## src/rtl/i2c_tx_feeder.sv

```systemverilog
// Transmit byte source for the APB-driven I2C master sequencer: payload FIFO, address register and frame phase tracker.
// Optional INT synchronizer enabled by defining I2C_FEEDER_INT_SYNC_EN.
module i2c_tx_feeder #(
    parameter int unsigned DEPTH       = 16,
    parameter int unsigned AW          = 4,
    parameter int unsigned PAYLOAD_LEN = 4
) (
    input  logic          PCLK,
    input  logic          PRESETN,
    input  logic          wr_en,
    input  logic [7:0]    wr_data,
    input  logic          addr_load,
    input  logic [6:0]    slave_addr,
    input  logic          flush,
    input  logic          clr_err,
    input  logic          INT,
    output logic [7:0]    ADDR,
    output logic [7:0]    data_in,
    output logic          frame_ready,
    output logic          frame_done,
    output logic [2:0]    phase,
    output logic [AW:0]   count,
    output logic          full,
    output logic          empty,
    output logic          overflow,
    output logic          spurious_int
);

    localparam int unsigned CW      = AW + 1;
    localparam logic [2:0]  LAST_PH = 3'(PAYLOAD_LEN + 2);

    typedef enum logic [1:0] {S_IDLE, S_ARMED, S_RUN} state_t;

    state_t         state, state_nx;
    logic [2:0]     phase_nx;
    logic           pop, done_set, spur_set;
    logic           wr_acc, ovf_set, int_pulse;
    logic [AW-1:0]  wr_ptr, rd_ptr, wr_ptr_nx, rd_ptr_nx;
    logic [CW-1:0]  count_nx;
    logic [7:0]     mem [DEPTH];

`ifdef I2C_FEEDER_INT_SYNC_EN
    logic int_s1, int_s2, int_q;

    // Two-flop synchronizer followed by the edge register
    always_ff @(posedge PCLK or negedge PRESETN) begin
        if (!PRESETN) begin
            int_s1 <= 1'b0;
            int_s2 <= 1'b0;
            int_q  <= 1'b0;
        end else begin
            int_s1 <= INT;
            int_s2 <= int_s1;
            int_q  <= int_s2;
        end
    end

    assign int_pulse = int_s2 & ~int_q;
`else
    logic int_q;

    always_ff @(posedge PCLK or negedge PRESETN) begin
        if (!PRESETN) int_q <= 1'b0;
        else          int_q <= INT;
    end

    assign int_pulse = INT & ~int_q;
`endif

    // State register
    always_ff @(posedge PCLK or negedge PRESETN) begin
        if (!PRESETN) state <= S_IDLE;
        else          state <= state_nx;
    end

    // Next state, phase advance and pop decision
    always_comb begin
        state_nx = state;
        phase_nx = phase;
        pop      = 1'b0;
        done_set = 1'b0;
        spur_set = 1'b0;
        if (flush) begin
            state_nx = S_IDLE;
            phase_nx = 3'd0;
        end else begin
            case (state)
                S_IDLE: begin
                    spur_set = int_pulse;
                    if (count >= CW'(PAYLOAD_LEN)) state_nx = S_ARMED;
                end
                S_ARMED: begin
                    if (int_pulse) begin
                        phase_nx = 3'd1;
                        state_nx = S_RUN;
                    end
                end
                S_RUN: begin
                    if (int_pulse) begin
                        if (phase == LAST_PH) begin
                            phase_nx = 3'd0;
                            done_set = 1'b1;
                            state_nx = S_IDLE;
                        end else begin
                            phase_nx = phase + 3'd1;
                            pop      = (phase >= 3'd2);
                        end
                    end
                end
                default: state_nx = S_IDLE;
            endcase
        end
    end

    // FIFO bookkeeping; a pop frees a slot for a same-cycle write
    always_comb begin
        wr_acc    = wr_en & ~flush & (~full | pop);
        ovf_set   = wr_en & ~flush & ~wr_acc;
        wr_ptr_nx = wr_ptr;
        rd_ptr_nx = rd_ptr;
        count_nx  = count;
        if (flush) begin
            wr_ptr_nx = '0;
            rd_ptr_nx = '0;
            count_nx  = '0;
        end else begin
            if (wr_acc) wr_ptr_nx = wr_ptr + AW'(1);
            if (pop)    rd_ptr_nx = rd_ptr + AW'(1);
            count_nx = count + CW'(wr_acc) - CW'(pop);
        end
    end

    always_ff @(posedge PCLK) begin
        if (wr_acc) mem[wr_ptr] <= wr_data;
    end

    always_ff @(posedge PCLK or negedge PRESETN) begin
        if (!PRESETN) begin
            wr_ptr       <= '0;
            rd_ptr       <= '0;
            count        <= '0;
            full         <= 1'b0;
            empty        <= 1'b1;
            phase        <= 3'd0;
            frame_ready  <= 1'b0;
            frame_done   <= 1'b0;
            overflow     <= 1'b0;
            spurious_int <= 1'b0;
            ADDR         <= 8'h00;
            data_in      <= 8'h00;
        end else begin
            wr_ptr       <= wr_ptr_nx;
            rd_ptr       <= rd_ptr_nx;
            count        <= count_nx;
            full         <= (count_nx == CW'(DEPTH));
            empty        <= (count_nx == '0);
            phase        <= phase_nx;
            frame_ready  <= (state_nx != S_IDLE);
            frame_done   <= done_set;
            overflow     <= (overflow & ~clr_err) | ovf_set;
            spurious_int <= (spurious_int & ~clr_err) | spur_set;
            if (addr_load) ADDR <= {slave_addr, 1'b0};
            // Empty FIFO keeps the last presented byte
            if (count != '0) data_in <= mem[rd_ptr];
        end
    end

endmodule
```

## config.mk

```make
export PLATFORM = sky130hd
export DESIGN_NAME = i2c_tx_feeder
export DESIGN_NICKNAME = d
export VERILOG_FILES = /design/src/rtl/i2c_tx_feeder.sv
export SDC_FILE = /design/constraint.sdc
export NUM_CORES = 1
export LEC_CHECK = 0
export CAP_MARGIN = 20
export CORE_MARGIN = 3
export CORE_UTILIZATION = 34
export CTS_CLUSTER_DIAMETER = 150
export DETAILED_ROUTE_END_ITERATION = 12
export PLACE_DENSITY_LB_ADDON = 0.3
export SLEW_MARGIN = 20
export SYNTH_ARGS = -nofsm -noshare
export SYNTH_HDL_FRONTEND = slang
export SYNTH_SLANG_ARGS = --single-unit
```

## constraint.sdc

```tcl
create_clock -name PCLK -period 3.8 [get_ports PCLK]
set_input_delay 0.57 -clock PCLK [delete_from_list [all_inputs] [get_ports PCLK]]
set_output_delay 0.57 -clock PCLK [all_outputs]
set_load 0.01 [all_outputs]
```

Yosys cells after proc, flatten, opt, wreduce, memory -nomap -nowiden
Memory sizes are Yosys's and may differ from the RTL's. A register that Yosys moved wholly into a read port is not among the register bits.
Index checks and enable logic that the tools add are counted.
{"block": "op_classes", "add_sub_neg": 5, "n_mul": 0, "n_div": 0, "order_cmp": 2, "n_eq_ne": 6, "n_shift": 0, "muxes": 28, "bitwise_logic": 14, "n_reduce_logical": 9}
{"op": "$mux W4", "count": 4}
{"op": "$mux W1", "count": 12}
{"op": "$mux W3", "count": 4}
{"op": "$mux W2", "count": 5}
{"op": "$add A4 B1 Y4 const B", "count": 2}
{"op": "$and A1 B1 Y1", "count": 6}
{"op": "$ne A3 B3 Y1 const B", "count": 2}
{"op": "$pmux W2 S3", "count": 1}
{"op": "$pmux W3 S2", "count": 1}
{"op": "$reduce_bool A2 Y1", "count": 3}
{"op": "$add A5 B1 Y5", "count": 1}
{"op": "$eq A5 B5 Y1 const B", "count": 1}
{"op": "$ge A5 B3 Y1 const B", "count": 1}
{"op": "$logic_not A5 Y1", "count": 1}
{"op": "$mux W5", "count": 1}
{"op": "$not A1 Y1", "count": 5}
{"op": "$reduce_bool A5 Y1", "count": 1}
{"op": "$sub A5 B1 Y5", "count": 1}
{"op": "$add A3 B1 Y3 const B", "count": 1}
{"op": "$eq A3 B3 Y1 const B", "count": 1}
{"op": "$ge A3 B2 Y1 const B", "count": 1}
{"op": "$or A1 B1 Y1", "count": 3}
{"op": "$reduce_and A3 Y1", "count": 1}
{"op": "$reduce_bool A3 Y1", "count": 1}
{"op": "other kinds (4)", "count": 4}
{"block": "word_totals", "ff_bits": 32, "latch_bits": 0, "ram_bits": 128, "rom_bits": 0, "input_bits": 22, "output_inout_bits": 30, "word_cells": 78, "n_memories": 1}
{"memory": "mem", "words": 16, "word_bits": 8, "rd": 1, "rd_ports_with_merged_regs": 1, "wr": 1, "line_no": "40", "source": "logic [7:0] mem [DEPTH];"}

Depth between registers and ports, before layout
Gate-level depths: netlist (run 1).
{"block": "depth", "word_depth": 11, "ltp_mapped": 14, "ltp_nobuf": 13}

Least setup slack after synthesis (run 1)
No wires, ideal clock.
{"block": "synth_timing", "path_type": "input to register", "from": "in flush", "to": "reg full", "setup_time_ps": 125, "arrival_ps": 3262, "required_time_ps": 3675, "setup_slack_ps": 413, "cell_stages": 12, "path_buffers": 3, "path_cell_list": "clkbuf_1 > clkbuf_1 > buf_1 > nor2_1 > ha_1 > inv_1 > ha_1 > inv_1 > fa_1 > xnor2_1 > or3b_2 > a2111oi_0"}
{"block": "synth_between", "elab_chain_len": 7, "elab_cells_between_ends": 9, "cone_classes": "add/sub (2); eq/ne (1); mux (2); bitwise (4)"}
{"element": "from (decl)", "line_no": "14", "source": "input logic flush,"}
{"element": "$mux W1 or $not A1 Y1 (tied branches)", "line_no": "83, 117"}
{"element": "$or A1 B1 Y1 or $and A1 B1 Y1 (tied branches)", "line_no": "117", "source": "wr_acc = wr_en & ~flush & (~full | pop);"}
{"element": "$and A1 B1 Y1", "line_no": "117"}
{"element": "$add A5 B1 Y5", "line_no": "129", "source": "count_nx = count + CW'(wr_acc) - CW'(pop);"}
{"element": "$sub A5 B1 Y5", "line_no": "129"}
{"element": "$mux W5 *", "line_no": "122", "source": "if (flush) begin"}
{"element": "$eq A5 B5 Y1 *", "line_no": "155", "source": "full <= (count_nx == CW'(DEPTH));"}
{"element": "to (signal assigned)", "line_no": "155"}
{"element": "to (decl)", "line_no": "23", "source": "output logic full,"}
Mark *: on every way between the ends. The rest lies on a longest branch, timed or not.
A chain may end at the register's enable or synchronous reset.

Worst setup path after layout (run 1)
{"block": "layout_timing", "from": "in INT", "to": "reg full"}
{"block": "layout_between", "elab_chain_len": 10}
{"element": "from (decl)", "line_no": "16", "source": "input logic INT,"}
{"element": "$and A1 B1 Y1 *", "line_no": "67", "source": "assign int_pulse = INT & ~int_q;"}
{"element": "$mux W1 *", "line_no": "99", "source": "if (int_pulse) begin"}
{"element": "$mux W1 *", "line_no": "87", "source": "case (state)"}
{"element": "$mux W1 *", "line_no": "83", "source": "if (flush) begin"}
{"element": "$or A1 B1 Y1", "line_no": "117"}
{"element": "$and A1 B1 Y1", "line_no": "117"}
{"element": "$add A5 B1 Y5", "line_no": "129"}
{"element": "$sub A5 B1 Y5 *", "line_no": "129"}
{"element": "$mux W5 *", "line_no": "122"}
{"element": "$eq A5 B5 Y1 *", "line_no": "155"}
Marked as above.

==> flow_summary.toml, run 1 <==
[outcome]
outcome = "completed"

[grt]
grt.overflow.total = 0
antenna_found_initial = 0
first_global_vias = 3845
grt_pass1_wl_um = 22500
track_usage_pct = 13.6
grt_max_degree = 41

[placed_design]
dp.cells = 706
place_area_um2 = 7720
dp_hpwl_um = 9170
io_buffers = 50
routabilityCongestion = 0.773

[timing]
max_freq_mhz = 300
slew_viol_final = 0
setup_viol = 0
fin_skew_ns = 0.00760
setup_tns_ns = 0
finalHoldViolCount = 0
slew_headroom_pct = 34.4
period_needed_ns = 3.33
hold_ws_ns = 0.309
worstMarginPinSlew_ns = 0.984
rsz0062_at_grt = "no"
finalCritPeriodShare_pct = 87.6

[logic_synthesis]
syn_area_per_cell_um2 = 17.3
ys_seq_area_share_pct = 69.7
synth_mux_area_share_pct = 12.4
synth_fa_ha_area_share_pct = 2.45
yosysWarningCount = 0
synth_seq_cells = 168
synth_top_family_by_area = "multiplexers"
synth_edf_count = 128
synth_cells = 402
synth_xor_area_share_pct = 0.630
synth_top_cell_by_area = "edfxtp_1"
synth_compound_area_share_pct = 4.79
synthesis.area_um2 = 6950
yosysUniqueCellTypes = 49
async_flop_share_pct = 23.8
synth_area_leaders = "edfxtp_1 (55%), dfrtp_1 (14%), mux4_2 (10%), ha_1 (2.2%), mux2_2 (1.8%)"
netlist.area_leader.share_pct = 55.3
syn-num-nets = 437
synth-simple-area-share_pct = 7.61
synth_flop_cell = "edfxtp_1"

[detailed_routing]
drtAntennaViolNets = 0
routed_wl_um = 14100
drc = 0
vias = 3687
drtIter0Drc = 294
via_per_inst = 5.00
drt_pass1_iterations = 4
routedWlPerCell_um = 19.1

[final_layout]
final_common_cell = "edfxtp_1"
finalNetCount = 495
drive_gt1_share_pct = 19.0
syn2layout_area_growth_pct = 18.8
mostFrequentLayoutCells = "edfxtp_1 (128), clkdlybuf4s50_1 (49), dfrtp_1 (37)"
final_cell_area_um2 = 8250
finalNonFillerCells = 738
diodes = 0

[cts]
htreeDepth = 4
root_buffer = "clkbuf_16"
clk_path_buf_depth = 2
cts_hold_buf = 0
cts_resized = 0
postCtsSetupBuffers = 0
worstSkewPairLatency_ns = 0.42
clk_pin_slew_ns = 0.06
clock_sinks = 168
cts_made_buffers = 17
cts_tree = "yes"

[setup_path]
slowest_stage = "clkdlybuf4s50_1"
crit_type = "input port to register"
crit_arrival_ns = 3.62
critPathMaxStageDelay_ns = 0.49
worstPathMaxFanout = 11
path_buf_inv = 4
end_kind = "register"
worstPathCellList = "clkdlybuf4s50_1 > and2b_1 > o2111ai_4 > buf_4 > nor2_1 > ha_1 > inv_1 > ha_1 > inv_1 > fa_1 > xnor2_1 > or3b_2 > a2111oi_0"
worstSetupStartpointType = "input port"
crit_family = "buffers and inverters"
crit_required_ns = 4.09

[floorplan]
die_x_um = 149
row_count = 51
dieHeight_um = 149
fp.coreArea_um2 = 19800
initial_utilization_pct = 35.1
boundaryPins = 52
die_area_um2 = 22200

[job]
maxCapViolCount = 0

[power]
powerDensity_nw_per_um2 = 539
peakVddDrop_mv = 0.318
power.leakage_nw = 2.85
total_power_mw = 4.45

[hold_path]
hold_path.class = "input port to async pin"
==> cell type report <==
type                            count  area, um^2
Inverter                           14        52.6
Fill cell                        1780       11500
Clock inverter                     14         100
Multi-Input combinational cell    202        1940
Sequential cell                   168        4850
Timing Repair Buffer               57         548
Tap cell                          265         332
Clock buffer                       18         429
==> final timing paths <==
| check | from | endpoint | slack [ns] | cells after the start |
|---|---|---|---|---|
| setup / recovery | INT | full | 0.47 | 13 |
| hold / removal | PRESETN | int_q | 0.31 | 1 |
| setup reg to reg | state[0] | full | 0.49 | 12 |
| hold reg to reg | data_in[0] | data_in[0] | 0.50 | 2 |
| max in group asynchronous | PRESETN | rd_ptr[0] | 2.81 | 1 |
| min in group PCLK | data_in[0] | data_in[0] | 0.50 | 2 |
==> routing by layer <==
layer | up-vias | part of all wire, % | GRT usage [%]
met5 | - | 0 | 0
met2 | 79 | 50 | 22.4
li1 | 1690 | - | -
met4 | 0 | 1.7 | 4.99
met3 | 19 | 4.5 | 2.86
met1 | 1899 | 44 | 17.9
==> report_power, final <==
part           internal, mW  switching, mW
Combinational         0.326          0.386
Sequential             2.10         0.0893
Clock                 0.837          0.709
Total                  3.27           1.18
==> kinds of logic (layout without fill, tap and decap cells) <==
group | after synthesis | count (layout)
DFF | 168 | 168
and+or+nand+nor | 93 | 93
AOI/OAI and AO/OA | 45 | 45
muxes | 45 | 45
buffers and inverters | 32 | 103
adders and majority gates | 13 | 13
xor gates and xnor gates | 5 | 5
other | 1 | 1
==> per-stage QoR <==
stage | setup WS [ns] | utilization, %
finish | 0.472 | 41.7
global route | 0.258 | 41.7
CTS | 0.473 | 41.7
detailed placement | 0.0963 | 39.1
global placement | 0.209 | 39.1
floorplan | 0.413 | -
==> cell usage after synthesis, types with 2 or more instances <==
cell type / instances
dfrtp_1: 39
mux2_2: 11
o211ai_1: 7
nor2_1: 16
xnor2_1: 2
ha_1: 12
nand2b_1: 14
nand3_1: 9
clkbuf_1: 6
or3b_2: 2
nor3b_1: 2
o21ai_0: 8
buf_2: 5
nand2_1: 14
a32oi_1: 9
buf_1: 2
a21oi_1: 9
nor2b_1: 6
a2111oi_0: 3
edfxtp_1: 128
and2_1: 2
xor2_1: 3
or3_1: 4
mux2i_1: 2
inv_1: 14
mux4_2: 32
buf_6: 4
and3_1: 16
==> worst register-to-register path: cells and delay by family, from the launching register on <==
kind,cells,cell delay [ns]
adders and majority gates,3,0.84
and+or+nand+nor,3,0.83
AOI/OAI and AO/OA,2,0.52
DFF,1,0.50
buffers and inverters,3,0.33
xor gates and xnor gates,1,0.18
==> sequential cells by signal, summed over array words and instances (netlist names), 2 cells and up <==
name     flops
ADDR         7
count        5
phase        3
wr_ptr       4
rd_ptr       4
state        2
data_in      8
mem        128
No activity file was read; power rests on OpenSTA's default activity.
==> run 2, diff against run 1 <==
--- a/config.mk
+++ b/config.mk
@@ -5,13 +5,14 @@
 export SDC_FILE = /design/constraint.sdc
 export NUM_CORES = 1
 export LEC_CHECK = 0
-export CAP_MARGIN = 20
 export CORE_MARGIN = 3
 export CORE_UTILIZATION = 34
 export CTS_CLUSTER_DIAMETER = 150
 export DETAILED_ROUTE_END_ITERATION = 12
 export PLACE_DENSITY_LB_ADDON = 0.3
+export RECOVER_POWER = 25
 export SLEW_MARGIN = 20
 export SYNTH_ARGS = -nofsm -noshare
 export SYNTH_HDL_FRONTEND = slang
 export SYNTH_SLANG_ARGS = --single-unit
+export TNS_END_PERCENT = 1
==> run 2 against run 1 <==
Against the previous run: the run now ends with capacitance limit, slew limit left; routed wire length about the same; global-route usage stayed put; count of clock-buffer cells in the layout stayed put; sequential power hardly changed; setup slack got worse by 0.078 ns; flip-flop and latch count did not move; highest routed layer unchanged; cell area about the same; largest cell class unchanged.
==> flow_summary.toml, run 2 (synthesis gave the netlist of run 1 again) <==
[outcome]
outcome = "finished, violations left"
violations = "capacitance limit, slew limit"

[placed_design]
routabilityCongestion = 0.773
io_buffers = 50
dp_hpwl_um = 9170

[final_layout]
mostFrequentLayoutCells = "edfxtp_1 (128), clkdlybuf4s50_1 (42), dfrtp_1 (37)"
drive_gt1_share_pct = 18.8
fill_cells = 1781
final_common_cell = "edfxtp_1"
largest_register_ff_count = 128
top_register = "mem"
finalNetCount = 495
diodes = 0
reg_top3 = "mem: 128 flops, data_in: 8 flops, ADDR: 7 flops"
syn2layout_area_growth_pct = 18.7

[cts]
postCtsSetupBuffers = 0
htreeDepth = 4
cts_resized = 0
worstSkewPairLatency_ns = 0.42
root_buffer = "clkbuf_16"
cts_made_buffers = 17
clk_path_buf_depth = 2
clk_pin_slew_ns = 0.06
cts_tree = "yes"
clock_sinks = 168
cts_hold_buf = 0

[power]
peakVddDrop_mv = 0.318
p_sw_mw = 1.18
total_power_mw = 4.45
comb_power_share_pct = 16.0
power.leakage_nw = 2.85
seqPwrFrac_pct = 49.3
clockPowerShare_pct = 34.7
p_sw_share_pct = 26.6
powerDensity_nw_per_um2 = 539
intPower_mw = 3.26

[floorplan]
row_count = 51
fp.coreArea_um2 = 19800
initial_utilization_pct = 35.1
die_area_um2 = 22200
boundaryPins = 52
dieHeight_um = 149
die_x_um = 149

[detailed_routing]
via_per_inst = 4.99
vias = 3685
drc = 0
drtAntennaViolNets = 0
routed_wl_um = 14100
routedWlPerCell_um = 19.1
drt_pass1_iterations = 4
drtIter0Drc = 294

[setup_path]
rr_endpoint = "full"
critPathMaxStageDelay_ns = 0.57
crit_type = "input port to register"
worstSetupStartpointType = "input port"
timing.rr.start = "state[0]"
worstPathCellList = "dlygate4sd3_1 > and2b_1 > o2111ai_4 > buf_4 > nor2_1 > ha_1 > inv_1 > ha_1 > inv_1 > fa_1 > xnor2_1 > or3b_2 > a2111oi_0"
end_kind = "register"
worstPathMaxFanout = 11
rrSetupSlack_ns = 0.49
crit_required_ns = 4.09
slowest_stage = "dlygate4sd3_1"
r2r_cells = 12
crit_arrival_ns = 3.69

[hold_path]
hold_path.class = "register to register"
hold_end = "data_in[0]"
hold_depth = 2
min_from = "data_in[0]"

[timing]
slew_viol_final = 41
max_freq_mhz = 294
hold_ws_ns = 0.496
setup_viol = 0
fin_skew_ns = 0.00760
finalCritPeriodShare_pct = 89.6
worstMarginPinSlew_ns = 2.36
period_needed_ns = 3.41
setup_tns_ns = 0
finalHoldViolCount = 0
rsz0062_at_grt = "no"
slew_headroom_pct = -57.6

[grt]
grt_pass1_wl_um = 22500
grt.overflow.total = 0
grt_max_degree = 41
antenna_found_initial = 0
track_usage_pct = 13.6
first_global_vias = 3845

[job]
maxCapViolCount = 1
==> run 2: changes by cell type in the layout (fill, tap and decap cells not counted), sizes merged <==
cell,previous run,this run
buf,8,7
dlygate4sd3,0,7
clkdlybuf4s50,49,42
clkbuf,18,19
==> run 2: final cells by class <==
cell class	count	area, um^2	share of cell area [%]
Sequential cell	168	4850	58.7
Multi-Input combinational cell	202	1940	23.6
Timing Repair Buffer	57	547	6.63
Clock buffer	18	429	5.20
Tap cell	265	332	4.02
Clock inverter	14	100	1.21
Inverter	14	52.6	0.637
==> run 2: worst max-delay path: cells and delay by family <==
kind                       cells  cell delay [ns]
buffers and inverters          4             0.90
AOI/OAI and AO/OA              2             0.49
xor gates and xnor gates       1             0.18
and+or+nand+nor                3             0.72
adders and majority gates      3             0.84
==> run 2: through the flow <==
stage / std cells / setup WS, ns / utilization (%) / instance area, um^2
after floorplan: 402 / 0.413 / - / 6950
after global placement: 706 / 0.209 / 39.1 / 7720
after detailed placement: 706 / 0.0963 / 39.1 / 7720
after CTS: 738 / 0.473 / 41.7 / 8250
after global routing: 738 / 0.186 / 41.7 / 8250
final: 738 / 0.394 / 41.7 / 8250
==> run 2: metal layers <==
metal | vias up | track usage [%] | routed length, um
met4 | 0 | 4.99 | 235
met3 | 19 | 2.86 | 623
met1 | 1899 | 17.9 | 6210
li1 | 1690 | - | -
met2 | 77 | 22.4 | 7040
met5 | - | 0 | 0
==> run 2: power groups by stage <==
stage	Sequential [mW]	Clock, mW	Combinational (mW)
finish	2.19	1.55	0.711
global route	2.21	1.67	0.779
CTS	2.19	1.58	0.722
detailed placement	2.23	0	0.719
global placement	2.23	0	0.705
floorplan	2.25	0	0.326
==> run 2: worst max path at each step <==
stage	from	to	slack, ns	cells past startpoint
6_report	INT	full	0.39	13
5_1_grt	INT	full	0.19	13
4_1_cts	INT	full	0.47	13
3_5_place_dp	INT	full	0.1	13
3_3_place_gp	INT	full	0.21	13
2_1_floorplan	flush	full	0.41	12
==> run 3, diff against run 2 <==
--- a/config.mk
+++ b/config.mk
@@ -15,4 +15,4 @@
 export SYNTH_ARGS = -nofsm -noshare
 export SYNTH_HDL_FRONTEND = slang
 export SYNTH_SLANG_ARGS = --single-unit
-export TNS_END_PERCENT = 1
+export TNS_END_PERCENT = 30
==> results of run 3 <==
No change in the layout: final DEF, timing and power equal those of run 2.
